`config.mk`:
```
export PLATFORM = sky130hd
export DESIGN_NAME = rd_fwft_ctrl
export DESIGN_NICKNAME = d
export VERILOG_FILES = /design/src/rtl/fifo_pkg.sv /design/src/rtl/gray2bin.sv /design/src/rtl/rd_fwft_ctrl.sv
export SDC_FILE = /design/constraint.sdc
export NUM_CORES = 1
export LEC_CHECK = 0
export ABC_CLOCK_PERIOD_IN_PS = 8200
export CAP_MARGIN = 20
export CORE_UTILIZATION = 51
export DETAILED_ROUTE_END_ITERATION = 8
export PLACE_DENSITY_LB_ADDON = 0.12
export SYNTH_ARGS = -nofsm -noshare
export SYNTH_HDL_FRONTEND = slang
export SYNTH_HIERARCHICAL = 1
export SYNTH_SLANG_ARGS = --single-unit
export TNS_END_PERCENT = 5
```
`constraint.sdc`:
```
create_clock -name clk -period 8.2 [get_ports clk]
set_input_delay 1.64 -clock clk [delete_from_list [all_inputs] [get_ports clk]]
set_output_delay 1.64 -clock clk [all_outputs]
set_load 0.02 [all_outputs]
```
`src/rtl/fifo_pkg.sv`:
```
// Shared FIFO definitions: output-buffer occupancy encoding and Gray/binary pointer helpers.
package fifo_pkg;

  typedef enum logic [1:0] {
    OccEmpty = 2'd0,
    OccOne   = 2'd1,
    OccTwo   = 2'd2
  } occ_e;

  function automatic logic [31:0] bin2gray(input logic [31:0] bin);
    return bin ^ (bin >> 1);
  endfunction

  function automatic logic [31:0] gray2bin(input logic [31:0] gray);
    logic [31:0] bin;
    bin = '0;
    for (int i = 0; i < 32; i++) begin
      bin[i] = ^(gray >> i);
    end
    return bin;
  endfunction

endpackage

```
`src/rtl/gray2bin.sv`:
```
// Combinational Gray-to-binary converter of configurable width.
module gray2bin #(
  parameter int unsigned WIDTH = 5
) (
  input  logic [WIDTH-1:0] gray,
  output logic [WIDTH-1:0] bin
);

  always_comb begin
    bin = '0;
    for (int i = 0; i < WIDTH; i++) begin
      bin[i] = ^(gray >> i);
    end
  end

endmodule

```
`src/rtl/rd_fwft_ctrl.sv`:
```
// Read side of an async FIFO: issues RAM reads against a synchronised write pointer and
// presents the head word first-word-fall-through via a two-entry head/skid buffer.
module rd_fwft_ctrl
  import fifo_pkg::*;
#(
  parameter int unsigned ADDR_WIDTH = 4,
  parameter int unsigned DATA_WIDTH = 8
) (
  input  logic                  clk,
  input  logic                  rst,
  input  logic [ADDR_WIDTH:0]   wr_gray_sync,
  output logic                  mem_rd_en,
  output logic [ADDR_WIDTH-1:0] mem_rd_addr,
  input  logic [DATA_WIDTH-1:0] mem_rd_data,
  output logic [ADDR_WIDTH:0]   rd_bin,
  output logic [ADDR_WIDTH:0]   rd_gray,
  output logic [DATA_WIDTH-1:0] dout,
  output logic                  dout_valid,
  input  logic                  dout_ready,
  output logic                  ram_empty,
  output logic [ADDR_WIDTH+1:0] level
);

  localparam int unsigned PW = ADDR_WIDTH + 1;
  localparam int unsigned LW = ADDR_WIDTH + 2;

  logic [PW-1:0]         rd_bin_q, rd_bin_d;
  logic [PW-1:0]         rd_gray_q, rd_gray_d;
  logic                  inflight_q;
  occ_e                  occ_q, occ_d;
  logic [DATA_WIDTH-1:0] head_q, head_d;
  logic [DATA_WIDTH-1:0] skid_q, skid_d;
  logic                  dout_valid_q;
  logic [PW-1:0]         wr_bin;
  logic [PW-1:0]         ram_words;
  logic [1:0]            occ_sum;
  logic [1:0]            occ_after_pop;
  logic                  pop;
  logic                  issue;

  gray2bin #(
    .WIDTH (PW)
  ) u_wr_gray2bin (
    .gray (wr_gray_sync),
    .bin  (wr_bin)
  );

  assign ram_empty     = (rd_gray_q == wr_gray_sync);
  assign pop           = dout_valid_q & dout_ready;
  assign occ_after_pop = 2'(occ_q) - 2'(pop);
  // occ = 0 with pop cannot happen, so this never underflows
  assign occ_sum       = occ_after_pop + 2'(inflight_q);
  // Reads are held off during reset so a live write pointer cannot start a fetch.
  assign issue         = ~rst & ~ram_empty & (occ_sum <= 2'd1);

  assign mem_rd_en   = issue;
  assign mem_rd_addr = rd_bin_q[ADDR_WIDTH-1:0];
  assign rd_bin      = rd_bin_q;
  assign rd_gray     = rd_gray_q;
  assign dout        = head_q;
  assign dout_valid  = dout_valid_q;

  assign ram_words = wr_bin - rd_bin_q;
  assign level     = LW'(ram_words) + LW'(inflight_q) + LW'(occ_q);

  always_comb begin
    rd_bin_d  = rd_bin_q + PW'(issue);
    rd_gray_d = PW'(bin2gray(32'(rd_bin_d)));
    occ_d     = occ_e'(occ_sum);
    head_d    = head_q;
    skid_d    = skid_q;
    if (pop && (occ_q == OccTwo)) begin
      head_d = skid_q;
    end
    // Returning word lands in whichever slot is the first free one after this pop.
    if (inflight_q) begin
      if (occ_after_pop == 2'd0) begin
        head_d = mem_rd_data;
      end else begin
        skid_d = mem_rd_data;
      end
    end
  end

  always_ff @(posedge clk or posedge rst) begin
    if (rst) begin
      rd_bin_q     <= '0;
      rd_gray_q    <= '0;
      inflight_q   <= 1'b0;
      occ_q        <= OccEmpty;
      head_q       <= '0;
      skid_q       <= '0;
      dout_valid_q <= 1'b0;
    end else begin
      rd_bin_q     <= rd_bin_d;
      rd_gray_q    <= rd_gray_d;
      inflight_q   <= issue;
      occ_q        <= occ_d;
      head_q       <= head_d;
      skid_q       <= skid_d;
      dout_valid_q <= (occ_d != OccEmpty);
    end
  end

endmodule

```
# ---- After elaboration in Yosys (flattened, before gate mapping)
# Cells that the tools add are included.
dict set report totals {
  elab_cells 35
  n_memories 0
  in_bits 16
  ff_bits 30
  latchBits 0
  ramBits 0
  output_inout_bits 31
  rom_bits 0
}
dict set report op_classes {
  div 0
  eq_ne 2
  reduce_logical 9
  add_sub_neg 6
  n_lt_le_gt_ge 1
  bitwise_logic 7
  shifts 0
  mux 3
  mul 0
}
# op n
set op_table {}
lappend op_table {{parity 5 bit} 5}
lappend op_table {{2-to-1 mux 8 bit} 3}
lappend op_table {{adder 5 x 1 -> 6 bit} 1}
lappend op_table {{adder 6 x 2 -> 6 bit} 1}
lappend op_table {{adder 5 x 1 -> 5 bit} 1}
lappend op_table {{equality test 5 bit} 1}
lappend op_table {{subtractor 5 bit} 1}
lappend op_table {{bitwise XOR 5 x 4 -> 5 bit} 1}
lappend op_table {{bitwise AND 1 bit} 3}
lappend op_table {{inverter 1 bit} 3}
lappend op_table {{adder 2 x 1 -> 2 bit} 1}
lappend op_table {{equality test 2 bit (second input constant)} 1}
lappend op_table {{<= comparator 2 x 1 -> 1 bit (second input constant)} 1}
lappend op_table {{zero test 2 bit} 1}
lappend op_table {{AND reduction 2 bit} 1}
lappend op_table {{nonzero test 2 bit} 1}
lappend op_table {{subtractor 2 x 1 -> 2 bit} 1}
lappend op_table {{logical AND 1 bit} 1}

# ---- Longest topological paths before layout
# Gate-level depths: netlist of run 1.
dict set report depth {
  depth_word 7
  mapped_depth 12
  depth_no_buf 12
}

# ---- Modules after synthesis
# The synthesis of run 1 kept the hierarchy.
# mod area_each_um2 cells_each n_inst
set modules_own_cells {}
lappend modules_own_cells {rd_fwft_ctrl 1561.5 136 1}
lappend modules_own_cells {gray2bin 72.6 6 1}

# ---- Worst setup path before layout of run 1
# OpenSTA, ideal clock, no wires.
dict set report synth_path {
  kind {input-to-output}
  from {input port wr_gray_sync[4]}
  to {output port level[4]}
  arrival_ps 4007
  stages 11
  t_required_ps 6560
  path_slack_ps 2553
  n_path_buf 0
  cell_sequence {xor2_2 -> xnor3_1 -> inv_1 -> ha_1 -> inv_1 -> fa_1 -> inv_1 -> fa_1 -> nand3b_1 -> mux2i_1 -> xnor2_1}
}
dict set report synth_between {
  elab_chain_len 4
  elab_cells_between_ends 8
  cone_classes {3 x add/sub; 5 x reduce/logical}
}
# element line
set synth_lines {}
lappend synth_lines {{from (decl)} rd_fwft_ctrl.sv:11} ;# input logic [ADDR_WIDTH:0] wr_gray_sync,
lappend synth_lines {{parity 5 bit} gray2bin.sv:12} ;# bin[i] = ^(gray >> i);
lappend synth_lines {{named net wr_bin[0]} rd_fwft_ctrl.sv:34} ;# logic [PW-1:0] wr_bin;
lappend synth_lines {{subtractor 5 bit} rd_fwft_ctrl.sv:63} ;# assign ram_words = wr_bin - rd_bin_q;
lappend synth_lines {{adder 5 x 1 -> 6 bit} rd_fwft_ctrl.sv:64} ;# assign level = LW'(ram_words) + LW'(inflight_q) + LW'(occ_q);
lappend synth_lines {{adder 6 x 2 -> 6 bit} rd_fwft_ctrl.sv:64}
lappend synth_lines {{to (decl)} rd_fwft_ctrl.sv:21} ;# output logic [ADDR_WIDTH+1:0] level
# The timed path passes the listed nets, and every way through them passes these cells.

# ---- Worst setup path after layout of run 1
# Same ends and word-level chain as after synthesis.

==> impl_summary.txt, run 1 <==
----------------------------------------------------
[Status]
  Outcome ... finished clean

[Setup path]
  Arrival time reported for the critical path endpoint ... 5.29 ns
  Register-to-Register Setup Slack ... 5.47 ns
  Sort of element at the end of the critical path ... output pin
  Most frequent CP cell ... sky130_fd_sc_hd__inv_1
  Req. time, crit path ... 6.56 ns
  Worst path cell trace ... clkdlybuf4s50_1 > xor2_2 > xnor3_1 > inv_1 > ha_1 > inv_1 > fa_1 > inv_1 > fa_1 > nand3b_1 > mux2i_1 > xnor2_1 > clkdlybuf4s50_1
  Largest fanout on the critical path ... 4
  Kind of critical path ... in2out
  Startpoint of the worst-slack reg-to-reg timing path ... dout_valid
  Worst Reg2Reg Path Length in Cells ... 11
  Crit Reg-Reg Endpoint ... rd_gray[3]
  Worst stage delay on the critical path ... 0.62 ns
  Crit start category ... input port
  Crit path buf inv count ... 5
  Library cell contributing the largest single delay on the critical path ... sky130_fd_sc_hd__clkdlybuf4s50_1
  Critical path launch point ... wr_gray_sync[4]
  Category of cells accounting for the largest share of critical-path delay ... buffers and inverters

[Logic synthesis]
  Share of synthesized area occupied by flip-flops and latches ... 44.4%
  Count of mapped cells out of synthesis ... 142
  Count of unique library cells instantiated by Yosys ... 24
  Top cells by area in the synthesized netlist ... sky130_fd_sc_hd__dfrtp_1 (44%), sky130_fd_sc_hd__xnor2_1 (7.5%), sky130_fd_sc_hd__ha_1 (6.9%)
  Number of flops mapped to enable cells by yosys ... 0
  Cell taking the most area after synthesis ... sky130_fd_sc_hd__dfrtp_1
  Average cell area after synthesis ... 11.5 um2
  Total of warnings raised by yosys ... 6
  Proportion of netlist area held by the largest area contributor ... 44.4%
  Post-synthesis sequential element count ... 29
  Netlist Area Pre-Place ... 0.00163 mm2
  Share of synthesized flip-flops with an asynchronous set or reset ... 100%
  Number of nets in the synthesized netlist ... 170
  Dominant synthesized flop cell ... sky130_fd_sc_hd__dfrtp_1

[Clocking]
  Clock edge transition at the registers on the reported setup and hold paths ... 0.09 ns
  Cts bufs inserted ... 5
  Count of instances resized after the clock tree is built ... 0
  Clock sinks ... 29
  Clock latency of the later-clocked register in the worst-skew pair ... 0.31 ns
  TritonCTS clock tree ... yes
  CTS root buf ... sky130_fd_sc_hd__clkbuf_4
  Maximum count of clock buffers along a single path ... 2
  CTS H-Tree Depth ... 2
  Total of hold buffers inserted after clock tree synthesis ... 0
  Setup Buffers After CTS ... 0

[Floorplan]
  Die extent in y ... 58.6 um
  DIE WIDTH ... 58.6 um
  Core Box Area ... 0.00305 mm2
  Std cell rows ... 20
  Boundary Pins ... 47
  Starting density of the core ... 53.5%
  Die footprint ... 0.00343 mm2

[Timing]
  Setup repair after global routing missed its margin ... false
  Highest attainable clock frequency ... 144 MHz
  Final worst path period share ... 84.5%
  Count of final hold-check violations ... 0
  Transition time of the tightest slew-check pin ... 0.591 ns
  Final-layout setup total negative slack ... 0 ns
  Minimum clock period after layout ... 6.93 ns
  Count of endpoints failing setup in the final report ... 0
  Pins over their slew limit ... 0
  Worst Skew ... 0.00297 ns
  Final hold slack ... 0.517 ns
  Headroom to the max-slew limit ... 60.5%

[Cells and area]
  Filler cell count in the final layout ... 244
  Area growth syn-to-layout ... 35.2%
  Final Net Count ... 217
  Diode insertion count for antenna repair ... 0
  Final cell count without fillers ... 234
  Layout cell share with drive strength beyond 1 ... 10.5%
  Area taken by flip-flops and latches ... 726 um2
  Area occupied by multi-input gates ... 803 um2

[Placement]
  Placed Cells ... 225
  DP Wirelength ... 2330 um
  Placer congestion estimate ... 0.875
  Total of buffers placed on input and output ports ... 46

[Global routing]
  Largest net degree at the start of global routing ... 30
  Total Routing Usage GR ... 19.6%
  Vias in the first global route ... 1136
  Total overflow reported by the global router ... 0
  Antenna violations before repair ... 0
  Global-route wire length before repair ... 4950 um

[Routing]
  Detailed Route Iter0 Violations ... 22
  Routed wire length per instance ... 13.0 um
  Remaining routing DRC violations ... 0
  Total iterations of the first detailed-routing run ... 5
  Count of nets left with antenna violations after detail routing ... 0
  Vias per Instance ... 4.84
  Final Routed Wirelength ... 3030 um
  Total vias in the final route ... 1132

[Worst hold path]
  Hold Path Cell Cnt ... 1
  Worst hold path class ... reg2reg
  End point of the most critical hold path ... skid_q[6]
  Hold path startpoint ... skid_q[6]

[Flow run]
  Max_cap viols ... 0

----------------------------------------------------
layout by cell type (no fill, tap or decap), types with 3 or more instances in the layout:
cell type / count
sky130_fd_sc_hd__a21oi_1: 10
sky130_fd_sc_hd__clkbuf_4: 5
sky130_fd_sc_hd__ha_1: 9
sky130_fd_sc_hd__xnor2_1: 14
sky130_fd_sc_hd__fa_1: 3
sky130_fd_sc_hd__dfrtp_1: 29
sky130_fd_sc_hd__nor3_1: 3
sky130_fd_sc_hd__clkdlybuf4s50_1: 46
sky130_fd_sc_hd__mux2_2: 8
sky130_fd_sc_hd__mux2i_1: 9
sky130_fd_sc_hd__nor2_1: 9
sky130_fd_sc_hd__inv_1: 14
sky130_fd_sc_hd__xor2_1: 9
sky130_fd_sc_hd__nand3_1: 5
sequential cells by signal (all words and copies together), names as in the netlist:
name	cells
rd_bin	5
inflight_q	1
occ_q	2
dout	8
dout_valid	1
skid_q	8
rd_gray	4
per-stage QoR:
step	cell area [um2]	worst slack (ns)	utilization, %
finish	2210	1.27	72.4
CTS	2180	1.26	71.5
global placement	2100	1.41	68.7
detailed placement	2100	1.27	68.7
floorplan	1630	2.55	-
global route	2210	1.14	72.4
cells in the mapped netlist (all sizes together) (2+ instances only):
cell type and count:
dfrtp 29, xnor2 15, inv 14, a21oi 11
xor2 10, ha 9, mux2i 9, nor2 9
mux2 8, buf 7, nand3 5, fa 3
nor3 3, nand2 2, nand3b 2
per-layer routing:
metal / GRT usage (%) / share of wire, %
met4: 5.10 / 0.73
met2: 32.2 / 48
met5: 0 / 0
met1: 25.7 / 48
met3: 5.49 / 4.0
worst max path at each step:
stage | slack [ns] | cells after the start | to
2_1_floorplan | 2.55 | 11 | level[4]
3_3_place_gp | 1.41 | 13 | level[4]
3_5_place_dp | 1.27 | 13 | level[4]
4_1_cts | 1.26 | 13 | level[4]
5_1_grt | 1.14 | 13 | level[4]
6_report | 1.27 | 13 | level[4]
cell families after synthesis:
kind of cell | synth area share [%]
xor+xnor | 15.7
mux | 11.0
simple gates | 7.04
buf+inv | 6.43
flops | 44.4
fa+ha+maj | 10.6
compound gates | 4.82
area by class of cell:
type / instances / share of cell area, %
Multi-Input combinational cell: 92 / 36.4
Sequential cell: 29 / 32.8
Timing Repair Buffer: 47 / 22.1
Clock buffer: 7 / 2.49
Tap cell: 44 / 2.49
Inverter: 14 / 2.38
Clock inverter: 1 / 1.36
Power of run 1 is not shown: default switching activity piles up to over one toggle a cycle in this logic, so the estimate is an artifact.
==> run 2: changes to the inputs <==
ABC_CLOCK_PERIOD_IN_PS = 5660   (was 8200)
CORE_UTILIZATION = 43   (was 51)
clock period = 5.66 ns   (was 8.2 ns; I/O delays follow)
==> run 2 against run 1 <==
Effect of this change:
- the flow now finishes with violations (DRC)
- global-route usage down 2.4 points
- final cell count grew 3.8%
- worst setup slack got worse by 1.0 ns
- non-clock buffer count increased by 5
- sequential share of layout area decreased by 0.58 points
==> impl_summary.txt, run 2 (same netlist as run 1, synthesis figures left out) <==
----------------------------------------------------
[Timing]
  Setup repair after global routing missed its margin ... false
  Final hold slack ... 0.511 ns
  Worst Skew ... 0.00733 ns
  Final-layout setup total negative slack ... 0 ns
  Count of final hold-check violations ... 0
  Transition time of the tightest slew-check pin ... 0.603 ns
  Highest attainable clock frequency ... 185 MHz
  Count of endpoints failing setup in the final report ... 0
  Min setup slack post-route ... 0.265 ns
  Final worst path period share ... 95.3%
  Pins over their slew limit ... 0
  Headroom to the max-slew limit ... 59.7%
  Minimum clock period after layout ... 5.40 ns

[Floorplan]
  Die extent in y ... 63.6 um
  Std cell rows ... 22
  DIE WIDTH ... 63.6 um
  Die footprint ... 0.00405 mm2
  Boundary Pins ... 47
  Starting density of the core ... 44.6%
  Core Box Area ... 0.00366 mm2

[Global routing]
  Antenna violations before repair ... 0
  Total overflow reported by the global router ... 0
  Global-route wire length before repair ... 5380 um
  Routing usage on met2 ... 26.5%
  GRT met3 Usage ... 4.17%
  Vias in the first global route ... 1176
  Largest net degree at the start of global routing ... 30
  Met1 usage ... 23.8%
  Global route hottest layer ... met2
  Total Routing Usage GR ... 17.2%

[Cells and area]
  Layout cell share with drive strength beyond 1 ... 13.3%
  Final cell count without fillers ... 243
  Final Net Count ... 222
  Area growth syn-to-layout ... 37.7%
  Commonest cells after routing, fill and taps aside ... sky130_fd_sc_hd__clkdlybuf4s50_1 (45), sky130_fd_sc_hd__dfrtp_1 (29), sky130_fd_sc_hd__inv_1 (14), sky130_fd_sc_hd__xnor2_1 (14), sky130_fd_sc_hd__a21oi_1 (10)
  Filler cell count in the final layout ... 311
  Commonest non-fill, non-tap cell in the layout ... sky130_fd_sc_hd__clkdlybuf4s50_1
  Diode insertion count for antenna repair ... 0

[Routing]
  Total iterations of the first detailed-routing run ... 6
  Count of nets left with antenna violations after detail routing ... 0
  Detailed Route Iter0 Violations ... 20
  Total vias in the final route ... 1096
  Vias per Instance ... 4.51
  Remaining routing DRC violations ... 1
  Routed wire length per instance ... 12.3 um
  Final Routed Wirelength ... 3000 um

[Setup path]
  Req. time, crit path ... 4.53 ns
  Worst stage delay on the critical path ... 0.62 ns
  Sort of element at the end of the critical path ... output pin
  Arrival time reported for the critical path endpoint ... 4.26 ns
  Worst path cell trace ... clkdlybuf4s50_1 > xor2_2 > xnor3_1 > inv_1 > ha_1 > inv_1 > fa_1 > ha_1 > nor2b_1 > o21ai_1 > xor2_1 > clkdlybuf4s50_1
  Largest fanout on the critical path ... 2
  Library cell contributing the largest single delay on the critical path ... sky130_fd_sc_hd__clkdlybuf4s50_1
  Crit start category ... input port
  Category of cells accounting for the largest share of critical-path delay ... buffers and inverters
  Crit path buf inv count ... 4
  Kind of critical path ... in2out

[Clocking]
  Clock edge transition at the registers on the reported setup and hold paths ... 0.06 ns
  Clock latency of the later-clocked register in the worst-skew pair ... 0.27 ns
  Clock sinks ... 29
  Total of hold buffers inserted after clock tree synthesis ... 0
  CTS root buf ... sky130_fd_sc_hd__clkbuf_8
  TritonCTS clock tree ... yes
  Maximum count of clock buffers along a single path ... 2
  Cts bufs inserted ... 5
  Count of instances resized after the clock tree is built ... 1
  CTS H-Tree Depth ... 2
  Setup Buffers After CTS ... 0

[Power and ir drop]
  Pwr dens ... 756 mW/mm2
  Largest voltage drop on the vdd net ... 0.335 mV
  Leakage dissipation ... 1.03 nW

[Flow run]
  Max_cap viols ... 0

[Placement]
  Minimum setup slack after placement ... -0.0301 ns
  DP Wirelength ... 2320 um
  Total of buffers placed on input and output ports ... 46
  Placer congestion estimate ... 0.877
  Placed Cells ... 234

[Status]
  Outcome ... finished, violations left
  Violations in the final reports ... DRC

[Worst hold path]
  Worst hold path class ... reg2reg

----------------------------------------------------
-- run 2: final timing paths --
| path | end | from | cells past startpoint | slack, ns |
|---|---|---|---|---|
| hold / removal | skid_q[6] | skid_q[6] | 1 | 0.51 |
| setup / recovery | level[3] | wr_gray_sync[3] | 12 | 0.26 |
| min in group asynchronous | dout[3] | rst | 2 | 1.28 |
| setup reg to reg | rd_gray[3] | dout_valid | 11 | 3.01 |
| max in group asynchronous | occ_q[1] | rst | 3 | 3.88 |
| hold reg to reg | skid_q[6] | skid_q[6] | 1 | 0.51 |
-- run 2: final cells by class --
class	count	area, um2	share of cell area [%]
Timing Repair Buffer	52	512	22.7
Sequential cell	29	726	32.3
Inverter	14	52.6	2.34
Tap cell	48	60.1	2.67
Clock buffer	6	82.6	3.67
Clock inverter	2	13.8	0.612
Multi-Input combinational cell	92	803	35.7
-- run 2: layer usage --
metal	wire [um]	vias up
li1	-	565
met1	1480	507
met2	1400	22
met3	99	2
met4	23	0
met5	0	-
-- run 2: power breakdown --
part	leakage (nW)	internal, mW	switching, mW	total, mW
registers	0.335	0.321	0.0799	0.401
clock network	0.0512	0.0982	0.0739	0.172
logic	0.648	0.559	0.568	1.13
-- run 2: per-stage QoR --
step / utilization, % / power [mW] / area [um2]
after CTS: 61.0 / 1.72 / 2230
after detailed placement: 58.4 / 1.55 / 2140
after global routing: 61.4 / 1.84 / 2250
after floorplan: - / 1.13 / 1630
after global placement: 58.4 / 1.53 / 2140
final: 61.4 / 1.70 / 2250
(Power assumes the default switching activity.)
